File: config.mk
export PLATFORM = sky130hd
export DESIGN_NAME = branch_resolve_queue_flat
export DESIGN_NICKNAME = d
export VERILOG_FILES = /design/src/rtl/branch_resolve_queue_pkg.sv /design/src/rtl/branch_resolve_queue_if.sv /design/src/rtl/branch_resolve_queue_fifo.sv /design/src/rtl/branch_resolve_queue.sv /design/src/flat_wrapper.sv
export SDC_FILE = /design/constraint.sdc
export NUM_CORES = 1
export LEC_CHECK = 0
export BUFFER_PORTS_ARGS = -buffer_cell sky130_fd_sc_hd__buf_4
export CAP_MARGIN = 20
export CELL_PAD_IN_SITES_DETAIL_PLACEMENT = 1
export CELL_PAD_IN_SITES_GLOBAL_PLACEMENT = 1
export CORE_MARGIN = 5
export CORE_UTILIZATION = 35
export CTS_CLUSTER_SIZE = 16
export DETAILED_ROUTE_END_ITERATION = 16
export HOLD_SLACK_MARGIN = 0.15
export PLACE_DENSITY_LB_ADDON = 0.1
export SYNTH_ARGS = -nofsm -noshare
export SYNTH_HDL_FRONTEND = slang
export SYNTH_HIERARCHICAL = 1
export SYNTH_SLANG_ARGS = --single-unit
File: constraint.sdc
create_clock -name clk -period 6.7 [get_ports clk]
set_input_delay 1.005 -clock clk [delete_from_list [all_inputs] [get_ports clk]]
set_output_delay 1.005 -clock clk [all_outputs]
set_load 0.05 [all_outputs]
File: src/rtl/branch_resolve_queue_pkg.sv
// Shared types for the branch resolve queue: default widths, queue entry layout, FSM states.
// Entries are laid out at the package widths; the queue's ADDR_W/GHR_BITS default to these.
package bp_pkg;

    localparam int BP_ADDR_W   = 32;
    localparam int BP_GHR_BITS = 8;

    typedef enum logic {
        RUN   = 1'b0,
        FLUSH = 1'b1
    } brq_state_e;

    typedef struct packed {
        logic [BP_ADDR_W-1:0]   pc;
        logic                   taken;
        logic [BP_ADDR_W-1:0]   target;
        logic [BP_GHR_BITS-1:0] ghr;
    } brq_entry_t;

endpackage

File: src/rtl/branch_resolve_queue_if.sv
// Fetch/execute/predictor-facing signals of the branch resolve queue.
// Optional BRQ_STATS_EN adds the resolved/mispredict statistics counters.
interface branch_resolve_queue_if #(
    parameter int DEPTH    = 4,
    parameter int ADDR_W   = 32,
    parameter int GHR_BITS = 8
);
    localparam int OCC_W = $clog2(DEPTH) + 1;

    logic                pred_valid;
    logic [ADDR_W-1:0]   pred_pc;
    logic                pred_taken;
    logic [ADDR_W-1:0]   pred_target;
    logic [GHR_BITS-1:0] pred_ghr;
    logic                pred_ready;
    logic                res_valid;
    logic                res_taken;
    logic [ADDR_W-1:0]   res_target;
    logic                flush;
    logic [ADDR_W-1:0]   redirect_pc;
    logic                upd_valid;
    logic [GHR_BITS-1:0] upd_index;
    logic                upd_taken;
    logic [OCC_W-1:0]    occupancy;
    logic                res_err;
`ifdef BRQ_STATS_EN
    logic [15:0]         stat_resolved;
    logic [15:0]         stat_mispred;
`endif

    modport master (
        output pred_valid, pred_pc, pred_taken, pred_target, pred_ghr,
        output res_valid, res_taken, res_target,
        input  pred_ready, flush, redirect_pc, upd_valid, upd_index, upd_taken,
        input  occupancy, res_err
`ifdef BRQ_STATS_EN
        , input stat_resolved, stat_mispred
    );
`else
    );
`endif

    modport slave (
        input  pred_valid, pred_pc, pred_taken, pred_target, pred_ghr,
        input  res_valid, res_taken, res_target,
        output pred_ready, flush, redirect_pc, upd_valid, upd_index, upd_taken,
        output occupancy, res_err
`ifdef BRQ_STATS_EN
        , output stat_resolved, stat_mispred
    );
`else
    );
`endif

endinterface

File: src/rtl/branch_resolve_queue_fifo.sv
// brq_fifo: circular storage of in-flight predicted branches with head/tail pointers.
// Fullness comes from the occupancy count so wrapped pointers never look ambiguous.
module brq_fifo
    import bp_pkg::*;
#(
    parameter int DEPTH = 4
) (
    input  logic                       clk,
    input  logic                       rst,
    input  logic                       push,
    input  logic                       pop,
    input  logic                       clear,
    input  brq_entry_t                 wr_entry,
    output brq_entry_t                 head_entry,
    output logic [$clog2(DEPTH):0]     count,
    output logic                       full,
    output logic                       empty
);
    localparam int PTR_W = $clog2(DEPTH);
    localparam int OCC_W = PTR_W + 1;

    brq_entry_t       mem_q [DEPTH];
    logic [PTR_W-1:0] head_q, head_d;
    logic [PTR_W-1:0] tail_q, tail_d;
    logic [OCC_W-1:0] count_q, count_d;

    // DEPTH is a power of two, so plain pointer increment wraps modulo DEPTH.
    always_comb begin
        head_d  = head_q;
        tail_d  = tail_q;
        count_d = count_q;
        if (clear) begin
            head_d  = '0;
            tail_d  = '0;
            count_d = '0;
        end else begin
            if (push) tail_d = tail_q + 1'b1;
            if (pop)  head_d = head_q + 1'b1;
            count_d = count_q + OCC_W'(push) - OCC_W'(pop);
        end
    end

    always_ff @(posedge clk or posedge rst) begin
        if (rst) begin
            head_q  <= '0;
            tail_q  <= '0;
            count_q <= '0;
        end else begin
            head_q  <= head_d;
            tail_q  <= tail_d;
            count_q <= count_d;
        end
    end

    always_ff @(posedge clk) begin
        if (push && !clear) mem_q[tail_q] <= wr_entry;
    end

    assign head_entry = mem_q[head_q];
    assign count      = count_q;
    assign full       = (count_q == OCC_W'(DEPTH));
    assign empty      = (count_q == '0);

endmodule

File: src/rtl/branch_resolve_queue.sv
// branch_resolve_queue: checks in-order branch resolutions against stored predictions,
// emits predictor updates and mispredict flush/redirect. `define BRQ_STATS_EN adds counters.
module branch_resolve_queue
    import bp_pkg::*;
#(
    parameter int DEPTH    = 4,
    parameter int ADDR_W   = BP_ADDR_W,
    parameter int GHR_BITS = BP_GHR_BITS
) (
    input  logic                   clk,
    input  logic                   rst,
    branch_resolve_queue_if.slave  bus
);
    localparam int OCC_W = $clog2(DEPTH) + 1;

    brq_state_e          state_q, state_d;
    brq_entry_t          wr_entry, head_entry;
    logic [OCC_W-1:0]    count;
    logic                full, empty;
    logic                in_run, enq, res_act, deq, mispred;
    logic                flush_q, flush_d;
    logic [ADDR_W-1:0]   redirect_q, redirect_d;
    logic                upd_valid_q, upd_valid_d;
    logic [GHR_BITS-1:0] upd_index_q, upd_index_d;
    logic                upd_taken_q, upd_taken_d;
    logic                res_err_q, res_err_d;

    assign in_run         = (state_q == RUN);
    assign bus.pred_ready = !full && in_run;
    assign enq            = bus.pred_valid && bus.pred_ready;
    assign res_act        = bus.res_valid && in_run;
    assign deq            = res_act && !empty;
    assign mispred        = deq && ((bus.res_taken != head_entry.taken) ||
                            (bus.res_taken && (BP_ADDR_W'(bus.res_target) != head_entry.target)));

    always_comb begin
        wr_entry.pc     = BP_ADDR_W'(bus.pred_pc);
        wr_entry.taken  = bus.pred_taken;
        wr_entry.target = BP_ADDR_W'(bus.pred_target);
        wr_entry.ghr    = BP_GHR_BITS'(bus.pred_ghr);
    end

    // A mispredict wipes the queue, including any entry offered on the same edge.
    brq_fifo #(.DEPTH(DEPTH)) u_fifo (
        .clk        (clk),
        .rst        (rst),
        .push       (enq && !mispred),
        .pop        (deq),
        .clear      (mispred),
        .wr_entry   (wr_entry),
        .head_entry (head_entry),
        .count      (count),
        .full       (full),
        .empty      (empty)
    );

    always_comb begin
        state_d     = mispred ? FLUSH : RUN;
        flush_d     = mispred;
        redirect_d  = redirect_q;
        if (mispred)
            redirect_d = bus.res_taken ? bus.res_target : ADDR_W'(head_entry.pc) + ADDR_W'(3'd4);
        upd_valid_d = deq;
        upd_index_d = upd_index_q;
        upd_taken_d = upd_taken_q;
        if (deq) begin
            upd_index_d = GHR_BITS'(head_entry.pc[BP_GHR_BITS-1:0] ^ head_entry.ghr);
            upd_taken_d = bus.res_taken;
        end
        res_err_d   = res_err_q | (res_act && empty);
    end

    always_ff @(posedge clk or posedge rst) begin
        if (rst) begin
            state_q     <= RUN;
            flush_q     <= 1'b0;
            redirect_q  <= '0;
            upd_valid_q <= 1'b0;
            upd_index_q <= '0;
            upd_taken_q <= 1'b0;
            res_err_q   <= 1'b0;
        end else begin
            state_q     <= state_d;
            flush_q     <= flush_d;
            redirect_q  <= redirect_d;
            upd_valid_q <= upd_valid_d;
            upd_index_q <= upd_index_d;
            upd_taken_q <= upd_taken_d;
            res_err_q   <= res_err_d;
        end
    end

    assign bus.flush       = flush_q;
    assign bus.redirect_pc = redirect_q;
    assign bus.upd_valid   = upd_valid_q;
    assign bus.upd_index   = upd_index_q;
    assign bus.upd_taken   = upd_taken_q;
    assign bus.occupancy   = count;
    assign bus.res_err     = res_err_q;

`ifdef BRQ_STATS_EN
    logic [15:0] stat_resolved_q, stat_resolved_d;
    logic [15:0] stat_mispred_q, stat_mispred_d;

    always_comb begin
        stat_resolved_d = stat_resolved_q;
        stat_mispred_d  = stat_mispred_q;
        if (deq && (stat_resolved_q != 16'hFFFF))    stat_resolved_d = stat_resolved_q + 16'd1;
        if (mispred && (stat_mispred_q != 16'hFFFF)) stat_mispred_d  = stat_mispred_q + 16'd1;
    end

    always_ff @(posedge clk or posedge rst) begin
        if (rst) begin
            stat_resolved_q <= '0;
            stat_mispred_q  <= '0;
        end else begin
            stat_resolved_q <= stat_resolved_d;
            stat_mispred_q  <= stat_mispred_d;
        end
    end

    assign bus.stat_resolved = stat_resolved_q;
    assign bus.stat_mispred  = stat_mispred_q;
`endif

endmodule

File: src/flat_wrapper.sv
// flat-port wrapper written by rule: the top's interface ports become plain ports
module branch_resolve_queue_flat import bp_pkg::*;
#(
    parameter int DEPTH    = 4,
    parameter int ADDR_W   = BP_ADDR_W,
    parameter int GHR_BITS = BP_GHR_BITS
)
  (clk, rst, bus_pred_valid, bus_pred_pc, bus_pred_taken, bus_pred_target, bus_pred_ghr, bus_res_valid, bus_res_taken, bus_res_target, bus_pred_ready, bus_flush, bus_redirect_pc, bus_upd_valid, bus_upd_index, bus_upd_taken, bus_occupancy, bus_res_err);
  branch_resolve_queue_if #(.DEPTH(DEPTH), .ADDR_W(ADDR_W), .GHR_BITS(GHR_BITS)) bus_i ();
  input  logic clk;
  input  logic rst;
  input wire logic [$bits(bus_i.pred_valid)-1:0] bus_pred_valid;
  input wire logic [$bits(bus_i.pred_pc)-1:0] bus_pred_pc;
  input wire logic [$bits(bus_i.pred_taken)-1:0] bus_pred_taken;
  input wire logic [$bits(bus_i.pred_target)-1:0] bus_pred_target;
  input wire logic [$bits(bus_i.pred_ghr)-1:0] bus_pred_ghr;
  input wire logic [$bits(bus_i.res_valid)-1:0] bus_res_valid;
  input wire logic [$bits(bus_i.res_taken)-1:0] bus_res_taken;
  input wire logic [$bits(bus_i.res_target)-1:0] bus_res_target;
  output wire logic [$bits(bus_i.pred_ready)-1:0] bus_pred_ready;
  output wire logic [$bits(bus_i.flush)-1:0] bus_flush;
  output wire logic [$bits(bus_i.redirect_pc)-1:0] bus_redirect_pc;
  output wire logic [$bits(bus_i.upd_valid)-1:0] bus_upd_valid;
  output wire logic [$bits(bus_i.upd_index)-1:0] bus_upd_index;
  output wire logic [$bits(bus_i.upd_taken)-1:0] bus_upd_taken;
  output wire logic [$bits(bus_i.occupancy)-1:0] bus_occupancy;
  output wire logic [$bits(bus_i.res_err)-1:0] bus_res_err;
  assign bus_i.pred_valid = bus_pred_valid;
  assign bus_i.pred_pc = bus_pred_pc;
  assign bus_i.pred_taken = bus_pred_taken;
  assign bus_i.pred_target = bus_pred_target;
  assign bus_i.pred_ghr = bus_pred_ghr;
  assign bus_i.res_valid = bus_res_valid;
  assign bus_i.res_taken = bus_res_taken;
  assign bus_i.res_target = bus_res_target;
  assign bus_pred_ready = bus_i.pred_ready;
  assign bus_flush = bus_i.flush;
  assign bus_redirect_pc = bus_i.redirect_pc;
  assign bus_upd_valid = bus_i.upd_valid;
  assign bus_upd_index = bus_i.upd_index;
  assign bus_upd_taken = bus_i.upd_taken;
  assign bus_occupancy = bus_i.occupancy;
  assign bus_res_err = bus_i.res_err;
  branch_resolve_queue #(.DEPTH(DEPTH), .ADDR_W(ADDR_W), .GHR_BITS(GHR_BITS)) u_core (.clk(clk), .rst(rst), .bus(bus_i));
endmodule
== Word level (Yosys, flattened, before mapping) ==
Memories as Yosys holds them, arrays and structs flattened.
Index checks and enable logic that the tools add are counted.

* $add $sub $neg: 5
* Equal/unequal tests: 3
* Mux-type cells: 9
* Bitwise operators: 3
* Reduce and logical (&&, ||, !) cells: 16

{| class="wikitable"
|+ Operator list
! operator !! number
|-
| adder 32 x 3 -> 32 bit, second input constant || 1
|-
| 2-to-1 mux 32 bit || 1
|-
| inequality test 32 bit || 1
|-
| logical AND 1 bit || 9
|-
| 2-to-1 mux 2 bit || 4
|-
| XOR 8 bit || 1
|-
| adder 2 x 1 -> 2 bit, second input constant || 2
|-
| nonzero test 2 bit || 2
|-
| adder 3 x 1 -> 3 bit || 1
|-
| equality test 3 bit, second input constant || 1
|-
| logical NOT 1 bit || 3
|-
| logical NOT 3 bit || 1
|-
| 2-to-1 mux 1 bit || 3
|-
| 2-to-1 mux 3 bit || 1
|-
| subtractor 3 x 1 -> 3 bit || 1
|-
| logical OR 1 bit || 1
|-
| inequality test 1 bit || 1
|-
| NOT 1 bit || 1
|-
| bitwise OR 1 bit || 1
|}

* Register bits after elaboration: 52
* Memory bits (writable): 292
* Input port bits: 110
* Output and inout bits: 48
* Logic and storage cells: 47
* Memories kept: 1

{| class="wikitable"
|+ Memories
! name !! words !! width !! read ports !! clocked after memory_dff !! write ports !! line !! text
|-
| u_core.u_fifo.mem_q || 4 || 73 || 1 || 0 || 1 || branch_resolve_queue_fifo.sv:22 || <nowiki>brq_entry_t mem_q [DEPTH];</nowiki>
|}

== Depth between registers and ports, before layout ==
An unclocked memory read counts as a cell.

* Depth in word-level cells: 10
* Depth in mapped cells: 16
* Depth with buffers taken out: 12

== Modules after synthesis ==
The synthesis kept the hierarchy.

{| class="wikitable"
|+ Modules (own cells, without submodules)
! module !! times used !! cells each !! area an instance (µm²)
|-
| brq_fifo || 1 || 422 || 11013.1
|-
| branch_resolve_queue || 1 || 313 || 3084.2
|}

== Worst setup path before layout ==
No wires, ideal clock.

* Path kind: register to register
* Start: reg u_core.u_fifo.head_q[0]
* End: mem u_core/u_fifo/mem_q[0][0] in the netlist's numbering (enable)
* Data arrival time: 4634 ps
* Data required time: 6261 ps
* Path slack: 1627 ps
* Stages on the path, launching flop included: 12
* Path buffers: 3
* Cell sequence: dfrtp_1 -> buf_6 -> buf_4 -> mux4_2 -> xor2_1 -> a221o_1 -> or3_4 -> o221ai_4 -> buf_8 -> and3_1 -> nor2b_1 -> and2_1

{| class="wikitable"
|+ RTL lines
! item !! line !! text
|-
| start: declaration || branch_resolve_queue_fifo.sv:23 || <nowiki>logic [PTR_W-1:0] head_q, head_d;</nowiki>
|-
| start signal: assignment || branch_resolve_queue_fifo.sv:45 || <nowiki>head_q <= '0;</nowiki>
|-
| start signal: assignment || branch_resolve_queue_fifo.sv:49 || <nowiki>head_q <= head_d;</nowiki>
|-
| end: declaration || branch_resolve_queue_fifo.sv:22 ||
|}

==> results.toml <==
[run_status]
status = "finished clean"

[clock_network]
cts_buffers = 38
cts_setup_buffers = 0
clk_path_buf_depth = 3
hold_buffers = 0
htreeDepth = 2
insertion_delay_ns = 0.53
clk_pin_slew_ns = 0.06
postCtsResizedCells = 0
cts_root_buffer = "clkbuf_16"
cts_tree = "done"
clock_sinks = 343

[critical_path]
cp_top_family = "simple AND/OR/NAND/NOR gates"
required_ns = 6.89
path_buf_inv = 2
critPathLaunch = "u_core/u_fifo/head_q[0]"
crit_fanout = 54
path_common_cell = "buf_4"
slowest_delay_ns = 1.01
worstReg2RegStart = "u_core/u_fifo/head_q[0]"
path_class = "reg2reg"
cp-start-kind = "flop"
crit_path_cell_trace = "mux4_2 > xor2_1 > nor4_1 > nand4_1 > o221ai_4 > buf_4 > and3_1 > nor2b_1 > and2_4 > buf_4"
cp.depth = 10
arrival_ns = 5.62
critPathCaptureType = "flop"
slowest_stage = "dfrtp_4"
rr_worst_depth = 10

[synthesis]
synth-seq-area-share = 0.713
yosysUniqueCellTypes = 46
ys_ff_latch = 343
synth_area_um2 = 14100
synth_edf_count = 292
avgSynthCellArea_um2 = 19.2
synth_cells = 735
syn-num-nets = 853
synth_flop_cell = "edfxtp_1"
synth-async-reset-ratio = 0.149
ys.warnings.count = 6

[sta]
final.setup.tns_ns = 0
finalHoldViolations = 0
rsz0062_at_grt = "false"
setup_viol = 0
fmax_ghz = 0.184
slew_headroom = 0.356
period_needed_ns = 5.43
worst_slew_pin_slew_ns = 0.965
drv_slew = 0
setup_slack_ns = 1.27
finClkSkew_ns = 0.0143
fin_crit_sh = 0.811

[placement]
dp.final_hpwl_um = 25400
io_buffer_count = 157
place_congestion = 0.786
pre_cts_slack_ns = 1.13

[detailed_routing]
wl_per_cell_um = 25.3
drt_wl_total_um = 37200
drt_iter0_drc = 438
dr.pass1.iters = 4
drc = 0
viasPerCell = 5.01
antenna_left = 0
num_vias = 7364

[final_layout]
nFillCells = 3891
num-nets-final = 1031
final_cell_mix = "edfxtp_1, buf_4, mux4_2"
drive_above_1_share = 0.365
final_common_cell = "edfxtp_1"
final_util = 0.429
area_growth_pct = 21.1

[floorplan]
die_area_um2 = 44400
row_count = 73
fp.dieH_um = 211
ios = 158
core_area_um2 = 39800
initial_core_util = 0.354
fp.dieW_um = 211

[global_route]
grt_max_degree = 62
antenna_found_initial = 3
grtUsageTotal = 0.168
grt.overflow.total = 0
grt_pass1_wl_um = 55400
grt_pass1_vias = 8289

[min_path]
min_path_type = "in2async"

[run]
cap_violations = 0

[pwr]
irDropWorstVdd_mv = 0.292
p_per_area_nw_per_um2 = 448
leakagePower_nw = 6.01
-- layer usage --
layer | vias up | track usage | share of wire
met2 | 207 | 0.287 | 0.50
met3 | 41 | 0.0327 | 0.053
met5 | - | 0 | 0.00035
met4 | 2 | 0.0393 | 0.018
met1 | 3861 | 0.223 | 0.43
li1 | 3253 | - | -
-- final timing paths --
kind / slack (ns) / endpoint
max: 1.27 / u_core/u_fifo/mem_q[2][62]
min: 0.45 / u_core/u_fifo/tail_q[0]
max reg2reg: 1.27 / u_core/u_fifo/mem_q[2][62]
min reg2reg: 0.47 / u_core/bus.res_err
max in group asynchronous: 5.71 / u_core/bus.upd_index[4]
min in group clk: 0.47 / u_core/bus.res_err
-- stage by stage --
| step | hold WS [ns] | instances | total power (W) | instance area [um2] |
|---|---|---|---|---|
| finish | 0.448 | 1469 | 0.00765 | 17100 |
| global route | 0.447 | 1468 | 0.00803 | 17100 |
| CTS | 0.421 | 1467 | 0.00778 | 17100 |
| floorplan | 0.538 | 735 | 0.00485 | 14100 |
| detailed placement | 0.467 | 1397 | 0.00562 | 15800 |
| global placement | 0.465 | 1397 | 0.00557 | 15800 |
-- sequential cells by signal (all words and copies together) (netlist names) --
name                    count
u_core/bus.upd_valid        1
u_core/u_fifo/mem_q       292
u_core/u_fifo/tail_q        2
u_core/u_fifo/count         3
u_core/bus.upd_index        8
u_core/u_fifo/head_q        2
u_core/bus.upd_taken        1
u_core/bus.redirect_pc     32
u_core/bus.res_err          1
u_core/bus.flush            1
-- synthesized netlist by cell type, types with 4 or more instances --
cell / n / share of area
edfxtp_1: 292 / 0.62
mux4_2: 73 / 0.12
dfrtp_1: 51 / 0.091
xnor2_1: 36 / 0.022
xor2_1: 29 / 0.018
nand2_1: 27 / 0.0072
mux2_4: 24 / 0.026
nor2_1: 24 / 0.0064
o21ai_0: 23 / 0.0082
inv_1: 18 / 0.0048
nand4_1: 18 / 0.0080
a21oi_1: 12 / 0.0043
nand3_1: 12 / 0.0043
mux2_2: 10 / 0.0080
buf_2: 9 / 0.0032
clkbuf_1: 9 / 0.0024
ha_1: 7 / 0.0062
and2_1: 6 / 0.0027
buf_12: 6 / 0.0085
mux2i_1: 6 / 0.0043
and3_1: 5 / 0.0022
nor4_1: 4 / 0.0018
-- cell type report --
type                            count  area, um2  area share
Clock buffer                       61       1160      0.0680
Timing Repair Buffer              169       1280      0.0750
Clock inverter                      9        123     0.00718
Inverter                           18       67.6     0.00396
Multi-Input combinational cell    343       3730       0.219
Sequential cell                   343      10000       0.589
Antenna cell                        1       2.50    0.000147
Tap cell                          525        657      0.0385
-- kinds of logic (layout without fill, tap and decap cells) --
logic type	Yosys count	after routing	synth area share
multiplexers	113	113	0.154
flip-flops	343	343	0.713
buffers and inverters	49	257	0.0237
adder cells (fa/ha/maj)	8	8	0.00763
AND/OR/NAND/NOR	112	112	0.0407
AO/OA/AOI/OAI	44	44	0.0190
other	0	1	0
XOR/XNOR	66	66	0.0420
-- report_power, final --
part | switching, W | internal [W]
Sequential | 0.000278 | 0.00273
Combinational | 0.00147 | 0.00105
Clock | 0.000817 | 0.00130
Total | 0.00257 | 0.00508
No activity file was read; power rests on OpenSTA's default activity.
